### src/rtl/seq_divider.sv
`default_nettype none
// ============================================================================
// Module      : seq_divider
// Description : Iterative unsigned restoring divider. A left-shifting
//               remainder:quotient register pair produces one quotient bit
//               per clock; a divide-by-zero request completes immediately.
// Ports       : Clk          - system clock, rising edge
//               reset        - synchronous active-high reset
//               start        - request a division (sampled in IDLE only)
//               dividend     - unsigned dividend, captured on acceptance
//               divisor      - unsigned divisor, captured on acceptance
//               busy         - high while the iteration is running
//               done         - high while the result is being presented
//               div_by_zero  - flag of the last completed operation
//               quotient     - registered quotient of last completion
//               remainder    - registered remainder of last completion
// Options     : SEQ_DIVIDER_HOLD_EN - when defined, DONE is held until start
//               is sampled low, so a held start yields a single division.
// Revision    : 1.0 - initial release
// ============================================================================
module seq_divider #(
    parameter int WIDTH = 8
) (
    input  logic             Clk,
    input  logic             reset,
    input  logic             start,
    input  logic [WIDTH-1:0] dividend,
    input  logic [WIDTH-1:0] divisor,
    output logic             busy,
    output logic             done,
    output logic             div_by_zero,
    output logic [WIDTH-1:0] quotient,
    output logic [WIDTH-1:0] remainder
);

    localparam int CNT_W = $clog2(WIDTH + 1);
    localparam logic [CNT_W-1:0] LAST_STEP = CNT_W'(WIDTH - 1);

    typedef enum logic [1:0] {
        S_IDLE = 2'd0,
        S_CALC = 2'd1,
        S_DONE = 2'd2
    } state_t;

    state_t           state_q, state_d;
    logic [WIDTH:0]   a_q, a_d;
    logic [WIDTH-1:0] q_q, q_d;
    logic [WIDTH-1:0] d_q, d_d;
    logic [CNT_W-1:0] cnt_q, cnt_d;
    logic [WIDTH-1:0] quot_q, quot_d;
    logic [WIDTH-1:0] rem_q, rem_d;
    logic             dbz_q, dbz_d;

    logic [WIDTH:0]   w_shift;
    logic [WIDTH:0]   w_trial;
    logic             w_fits;
    logic [WIDTH:0]   w_a_step;
    logic [WIDTH-1:0] w_q_step;
    logic             w_unused_a_msb;

    // One restoring step: shift the pair left, try subtracting the divisor,
    // keep the difference only when it did not go negative.
    assign w_shift  = {a_q[WIDTH-1:0], q_q[WIDTH-1]};
    assign w_trial  = w_shift - {1'b0, d_q};
    assign w_fits   = ~w_trial[WIDTH];
    assign w_a_step = w_fits ? w_trial : w_shift;
    assign w_q_step = (q_q << 1) | WIDTH'(w_fits);

    // The partial remainder always stays below the divisor, so A's top bit
    // is never needed by the next shift.
    assign w_unused_a_msb = a_q[WIDTH];

    always_ff @(posedge Clk) begin
        if (reset) begin
            state_q <= S_IDLE;
            a_q     <= '0;
            q_q     <= '0;
            d_q     <= '0;
            cnt_q   <= '0;
            quot_q  <= '0;
            rem_q   <= '0;
            dbz_q   <= 1'b0;
        end else begin
            state_q <= state_d;
            a_q     <= a_d;
            q_q     <= q_d;
            d_q     <= d_d;
            cnt_q   <= cnt_d;
            quot_q  <= quot_d;
            rem_q   <= rem_d;
            dbz_q   <= dbz_d;
        end
    end

    always_comb begin
        state_d = state_q;
        a_d     = a_q;
        q_d     = q_q;
        d_d     = d_q;
        cnt_d   = cnt_q;
        quot_d  = quot_q;
        rem_d   = rem_q;
        dbz_d   = dbz_q;

        case (state_q)
            S_IDLE: begin
                if (start) begin
                    if (divisor == '0) begin
                        quot_d  = '1;
                        rem_d   = dividend;
                        dbz_d   = 1'b1;
                        state_d = S_DONE;
                    end else begin
                        a_d     = '0;
                        q_d     = dividend;
                        d_d     = divisor;
                        cnt_d   = '0;
                        state_d = S_CALC;
                    end
                end
            end
            S_CALC: begin
                a_d   = w_a_step;
                q_d   = w_q_step;
                cnt_d = cnt_q + CNT_W'(1);
                if (cnt_q == LAST_STEP) begin
                    quot_d  = w_q_step;
                    rem_d   = w_a_step[WIDTH-1:0];
                    dbz_d   = 1'b0;
                    state_d = S_DONE;
                end
            end
            S_DONE: begin
`ifdef SEQ_DIVIDER_HOLD_EN
                if (!start) begin
                    state_d = S_IDLE;
                end
`else
                state_d = S_IDLE;
`endif
            end
            default: begin
                state_d = S_IDLE;
            end
        endcase
    end

    assign busy        = (state_q == S_CALC);
    assign done        = (state_q == S_DONE);
    assign quotient    = quot_q;
    assign remainder   = rem_q;
    assign div_by_zero = dbz_q;

endmodule
`default_nettype wire

### config.mk
export PLATFORM = sky130hd
export DESIGN_NAME = seq_divider
export DESIGN_NICKNAME = d
export VERILOG_FILES = /design/src/rtl/seq_divider.sv
export SDC_FILE = /design/constraint.sdc
export NUM_CORES = 1
export LEC_CHECK = 0
export BUFFER_PORTS_ARGS = -buffer_cell sky130_fd_sc_hd__buf_2
export CELL_PAD_IN_SITES_DETAIL_PLACEMENT = 0
export CELL_PAD_IN_SITES_GLOBAL_PLACEMENT = 1
export CORE_AREA = 8 8 113 74
export DETAILED_ROUTE_END_ITERATION = 16
export DIE_AREA = 0 0 121 82
export GPL_TIMING_DRIVEN = 0
export MAX_ROUTING_LAYER = met4
export PLACE_DENSITY = 0.82
export SLEW_MARGIN = 15
export SYNTH_ARGS = -nofsm -noshare
export SYNTH_HDL_FRONTEND = slang
export SYNTH_SLANG_ARGS = --single-unit
### constraint.sdc
create_clock -name Clk -period 2.55 [get_ports Clk]
set_input_delay 0.51 -clock Clk [delete_from_list [all_inputs] [get_ports Clk]]
set_output_delay 0.51 -clock Clk [all_outputs]
set_load 0.005 [all_outputs]
==> results.toml, run 1 <==
[outcome]
outcome = "complete, no violations"

[logic_synthesis]
ys_seq_area_share_pct = 38.3
ys_types = 52
synth_cells = 298
yosys_warnings = 0
synth-edff-count = 0
synth_area_per_cell_um2 = 8.25
synth_fp_nets = 327
synth_seq_cells = 47
synth_area_leaders = "dfxtp_1 (38%), nor2_1 (7.8%), nand2_1 (4.9%), ha_1 (4.6%), mux2i_1 (3.7%)"
netlist_area_um2 = 2460
synthFlopType = "dfxtp_1"
yosysTopAreaCell = "dfxtp_1"
yosysTopAreaCellShare_pct = 38.3
ys_async_sr_fraction_pct = 0

[clock_network]
clock-sinks = 47
ctsHtreeMaxLevel = 2
hold_buffers = 0
cts_buffers = 5
cts_max_path_buffers = 2
cts_tree = "built"
clk_latency_ps = 300
clk_root_buffer_cell = "clkbuf_8"
clk_pin_slew_ps = 90

[critical_path]
crit_cells = 10
crit_path_end_kind = "flip-flop"
cp_num_buf_inv = 2
path_cells = "inv_2 -> ha_2 -> inv_1 -> fa_2 -> a211oi_4 -> nor3_4 -> mux2i_4 -> o21ai_0 -> a21o_1 -> a311oi_1"
worstPathRequired_ps = 2760
cp_slowest_stage_delay_ps = 360
worstReg2RegStart = "q_q[7]"
cp_slowest_cell = "fa_2"
startpoint_type = "flip-flop"
r2r_cells = 10
r2r_end = "remainder[1]"
criticalPathCategory = "flip-flop to flip-flop"
path_max_fanout = 7
reg2reg_slack_ps = 60
cp.arrival_ps = 2700
cp_top_family = "compound AO/OA/AOI/OAI gates"

[floorplan]
row_count = 24
core_area_um2 = 6820
start_util_pct = 36.1
dieHeight_um = 82
die_w_um = 121
io_pins = 38
die-area_um2 = 9920

[sta]
slew_headroom_pct = 57.6
fin_tns_setup_ps = 0
finalCritPeriodShare_pct = 97.8
hold_viol = 0
grt_setup_unrepaired = "no"
worst_pin_slew_ps = 634
clock.fmax_ghz = 0.401
period_minus_slack_ps = 2490
skew_ps = 9.65
whs_ps = 464
report.final.slew_viol_count = 0
setup_violations = 0

[flow_run]
maxCapViolCount = 0

[route]
wl_per_cell_um = 15.4
vias = 2291
firstDrtPassIters = 4
ant_nets = 0
routed_via_density = 5.22
drtIter0Drc = 175
drc_errors = 0
routed_wl_um = 6750

[placement]
io_buffers = 37
dp_hpwl_um = 5270
place.gp.congestion = 0.851

[hold_path]
hp-class = "input port to flip-flop"
hold_start = "divisor[0]"
holdPathEnd = "d_q[0]"
holdPathStages = 3

[power_and_ir_drop]
peakVddDrop_uv = 325
powerDensity_nw_per_um2 = 723
p_leak_uw = 0.00120
power_uw = 2110

[cells_and_area]
mostFrequentLayoutCells = "nor2_1 (51), dfxtp_1 (45), buf_2 (38)"
layout_commonest_cell = "nor2_1"
fill_cells = 689
multi_input_area_um2 = 1440
drive_gt1_share_pct = 22.1
fin_nets = 376
utilization_pct = 42.9
antenna_cells = 0
seqCellArea_um2 = 943
syn_to_final_growth_pct = 18.8

[global_route]
grt_max_degree = 16
grt_pass1_wl_um = 10800
overflow = 0
track_usage_pct = 14.4
first_global_vias = 2137
grt_antenna_before_repair = 0
==> routing by layer <==
layer / GRT usage, % / vias to the layer above / routed length, um
met3: 3.23 / 7 / 570
li1: - / 1153 / -
met1: 21.3 / 1049 / 3640
met2: 18.6 / 82 / 2480
met4: 4.09 / 0 / 65
met5: - / - / 0
==> registers in the layout, summed over array words and instances, names as in the netlist <==
name,cells
state_q,2
cnt_q,4
d_q,8
div_by_zero,1
a_q,8
q_q,8
quotient,8
remainder,8
==> layout make-up <==
| type | instances | area share [%] |
|---|---|---|
| Clock inverter | 2 | 0.557 |
| Multi-Input combinational cell | 225 | 49.2 |
| Clock buffer | 6 | 2.83 |
| Timing Repair Buffer | 42 | 7.62 |
| Inverter | 13 | 1.71 |
| Buffer | 13 | 1.88 |
| Tap cell | 91 | 3.90 |
| Sequential cell | 47 | 32.3 |
==> worst min-delay path, delay by kind of cell <==
family                 cells  cell delay (ps)
and+or+nand+nor            1               80
buffers and inverters      1               90
muxes                      1               60
==> synthesized netlist by cell type, types with 2 or more instances <==
cell,number
a211oi_1,6
o21a_1,4
nand3_1,6
a311oi_1,10
nor2_2,2
nor3_1,13
or2_2,2
nand4_1,3
a21oi_1,11
o21bai_1,3
inv_1,12
nand2_1,32
ha_1,9
mux2i_1,9
xor2_1,4
nor2_1,51
o31ai_1,2
nand2b_1,5
dfxtp_1,47
clkbuf_1,10
a32oi_1,2
or4_4,2
o21ai_0,16
nor3_4,2
or3_1,2
and2_1,4
a21o_1,4
==> what timing repair did <==
action,4_1_cts,5_1_grt
hold endpoints to repair,0,0
setup endpoints to repair,6,5
resized for setup,9,2
gates cloned,0,0
pin swaps,7,4
buffers inserted,4,1
==> through the flow <==
step           area (um2)  cells  setup WS [ps]
2_1_floorplan        2460    298            171
3_3_place_gp         2760    426           -132
3_5_place_dp         2760    426           -145
4_1_cts              2910    438           4.07
5_1_grt              2920    439           3.02
6_report             2920    439           57.2
==> where the power goes <==
part	internal (uW)	total [uW]	switching [uW]
clock network	222	482	260
logic	343	815	472
registers	778	816	37.8
==> worst max path at each step <==
| stage | slack [ps] | from | endpoint |
|---|---|---|---|
| after floorplan | 170 | q_q[7] | a_q[5] |
| after global placement | -130 | d_q[0] | a_q[5] |
| after detailed placement | -150 | d_q[0] | a_q[5] |
| after CTS | 4 | q_q[7] | remainder[2] |
| after global routing | 3 | q_q[7] | a_q[5] |
| final | 60 | q_q[7] | remainder[1] |
==> cells by family (layout without fill, tap and decap cells) <==
family                     after synthesis  after routing  share of synthesized area, %
AOI/OAI and AO/OA                       66             66                          19.0
xor gates and xnor gates                 5              5                          1.78
adders and majority gates               10             10                          5.39
buffers and inverters                   26             76                          4.17
DFF                                     47             47                          38.3
muxes                                   11             11                          5.19
and+or+nand+nor                        133            133                          26.2
Power figures use the tool's default switching activity.
==> run 2: changes to the inputs <==
==> constraint.sdc (replaced) <==
create_clock -name Clk -period 2 [get_ports Clk]
set_input_delay 0.4 -clock Clk [delete_from_list [all_inputs] [get_ports Clk]]
set_output_delay 0.4 -clock Clk [all_outputs]
set_load 0.005 [all_outputs]
==> results.toml, run 2 (synthesis gave the netlist of run 1 again) <==
[outcome]
outcome = "finished with violations"
violations = "negative setup slack"

[power_and_ir_drop]
pwr-share-comb_pct = 38.2
pwr-share-seq_pct = 37.4
peakVddDrop_uv = 353
switching_share_pct = 35.2
p_leak_uw = 0.00122
p_clk_share_pct = 24.3
p_switching_uw = 978
powerDensity_nw_per_um2 = 936
power_uw = 2780
power.internal_uw = 1800

[critical_path]
r2r_end = "remainder[1]"
startpoint_type = "flip-flop"
path_max_fanout = 5
cp_top_family = "compound AO/OA/AOI/OAI gates"
cp_num_buf_inv = 3
criticalPathCategory = "flip-flop to flip-flop"
worstPathRequired_ps = 2210
worstReg2RegStart = "q_q[7]"
r2r_cells = 11
path_cells = "inv_2 -> ha_4 -> inv_2 -> fa_2 -> a211oi_4 -> nor3_4 -> mux2i_4 -> buf_4 -> o21ai_2 -> a21o_1 -> a311oi_1"
crit_path_end_kind = "flip-flop"
cp_slowest_cell = "fa_2"
reg2reg_slack_ps = -420
crit_path_frequent_cell = "inv_2"
cp.arrival_ps = 2630
cp_slowest_stage_delay_ps = 360

[hold_path]
holdPathStages = 3
holdPathEnd = "d_q[0]"
hp-class = "input port to flip-flop"
hold_start = "divisor[0]"

[clock_network]
ctsHtreeMaxLevel = 2
clock-sinks = 47
cts_buffers = 5
cts_max_path_buffers = 2
clk_latency_ps = 300
cts_tree = "built"
clk_root_buffer_cell = "clkbuf_8"
clk_pin_slew_ps = 90

[floorplan]
die-area_um2 = 9920
io_pins = 38
dieHeight_um = 82
core_area_um2 = 6820
start_util_pct = 36.1
die_w_um = 121
row_count = 24

[route]
routed_wl_um = 6870
wl_met2_um = 2620
wl_per_cell_um = 15.6
highest_layer = "met4"
vias = 2294
firstDrtPassIters = 4
drc_errors = 0
ant_nets = 0
routed_via_density = 5.23
wl_met1_um = 3710
wl_met3_um = 506
drtIter0Drc = 146

[sta]
hold_viol = 0
period_minus_slack_ps = 2420
fin_ws_ps = -416
finalCritPeriodShare_pct = 121
skew_ps = 7.96
setup_violations = 18
clock.fmax_ghz = 0.414
worst_pin_slew_ps = 591
fin_tns_setup_ps = -4420
grt_setup_unrepaired = "yes"
report.final.slew_viol_count = 0
slew_headroom_pct = 60.6

[global_route]
first_global_vias = 2273
grt_antenna_before_repair = 0
grt_max_degree = 14
track_usage_pct = 15.1
overflow = 0
grt_pass1_wl_um = 11500

[placement]
io_buffers = 37
dpl.cell_count = 426
dp_hpwl_um = 5320
place_area_um2 = 2790
place.gp.congestion = 0.837
pre_cts_ws_ps = -456

[cells_and_area]
antenna_cells = 0
fill_cells = 677
syn_to_final_growth_pct = 20.7
fin_nets = 377
instances_no_fill = 439
mostFrequentLayoutCells = "nor2_1 (51), dfxtp_1 (45), buf_2 (37)"
drive_gt1_share_pct = 23.9
layout_commonest_cell = "nor2_1"
design_area_um2 = 2970

[flow_run]
maxCapViolCount = 0
==> run 2: how the worst max path moves through the flow <==
| stage | cells past startpoint | start | slack (ps) | to |
|---|---|---|---|---|
| finish | 11 | q_q[7] | -420 | remainder[1] |
| global route | 11 | q_q[7] | -480 | remainder[1] |
| CTS | 10 | q_q[7] | -360 | a_q[5] |
| detailed placement | 10 | q_q[7] | -460 | remainder[2] |
| global placement | 10 | q_q[7] | -470 | remainder[2] |
| floorplan | 10 | q_q[7] | -250 | remainder[2] |
==> run 2: cell type report <==
cell class	instances	area [um2]	share of cell area, %
multi-input combinational	225	1460	49.3
sequential	47	943	31.8
timing repair buffer	43	230	7.76
tap	91	114	3.84
clock buffer	6	72.6	2.45
buffer	13	63.8	2.15
inverter	13	51.3	1.73
clock inverter	1	30.0	1.01
==> run 2: per-layer routing <==
| metal | global-route usage, % | up-vias |
|---|---|---|
| met5 | - | - |
| met4 | 2.97 | 0 |
| met3 | 3.02 | 5 |
| met2 | 19.9 | 60 |
| met1 | 22.6 | 1084 |
| li1 | - | 1145 |
==> run 2: metrics by stage <==
step                      hold WS (ps)  utilization, %
after floorplan                    451               -
after global placement             473            40.9
after detailed placement           477            40.9
after CTS                          344            42.8
after global routing               364            43.5
final                              353            43.5
==> run 2: tightest hold or removal path: cells and delay by family <==
| kind | cells | cell delay [ps] |
|---|---|---|
| buffers and inverters | 1 | 90 |
| multiplexers | 1 | 60 |
| AND/OR/NAND/NOR | 1 | 70 |
==> run 2: power groups by stage <==
| stage | clock network (uW) | registers [uW] | logic (uW) |
|---|---|---|---|
| finish | 676 | 1040 | 1060 |
| global route | 734 | 1050 | 1170 |
| CTS | 695 | 1040 | 1000 |
| detailed placement | 0 | 1060 | 952 |
| global placement | 0 | 1060 | 944 |
| floorplan | 0 | 1050 | 749 |
==> run 2: what timing repair did <==
action / 4_1_cts / 5_1_grt
gates resized for setup: 7 / 9
hold buffers: 0 / 0
pin swaps: 3 / 8
setup buffers: 2 / 5
endpoints found under the setup margin: 19 / 21
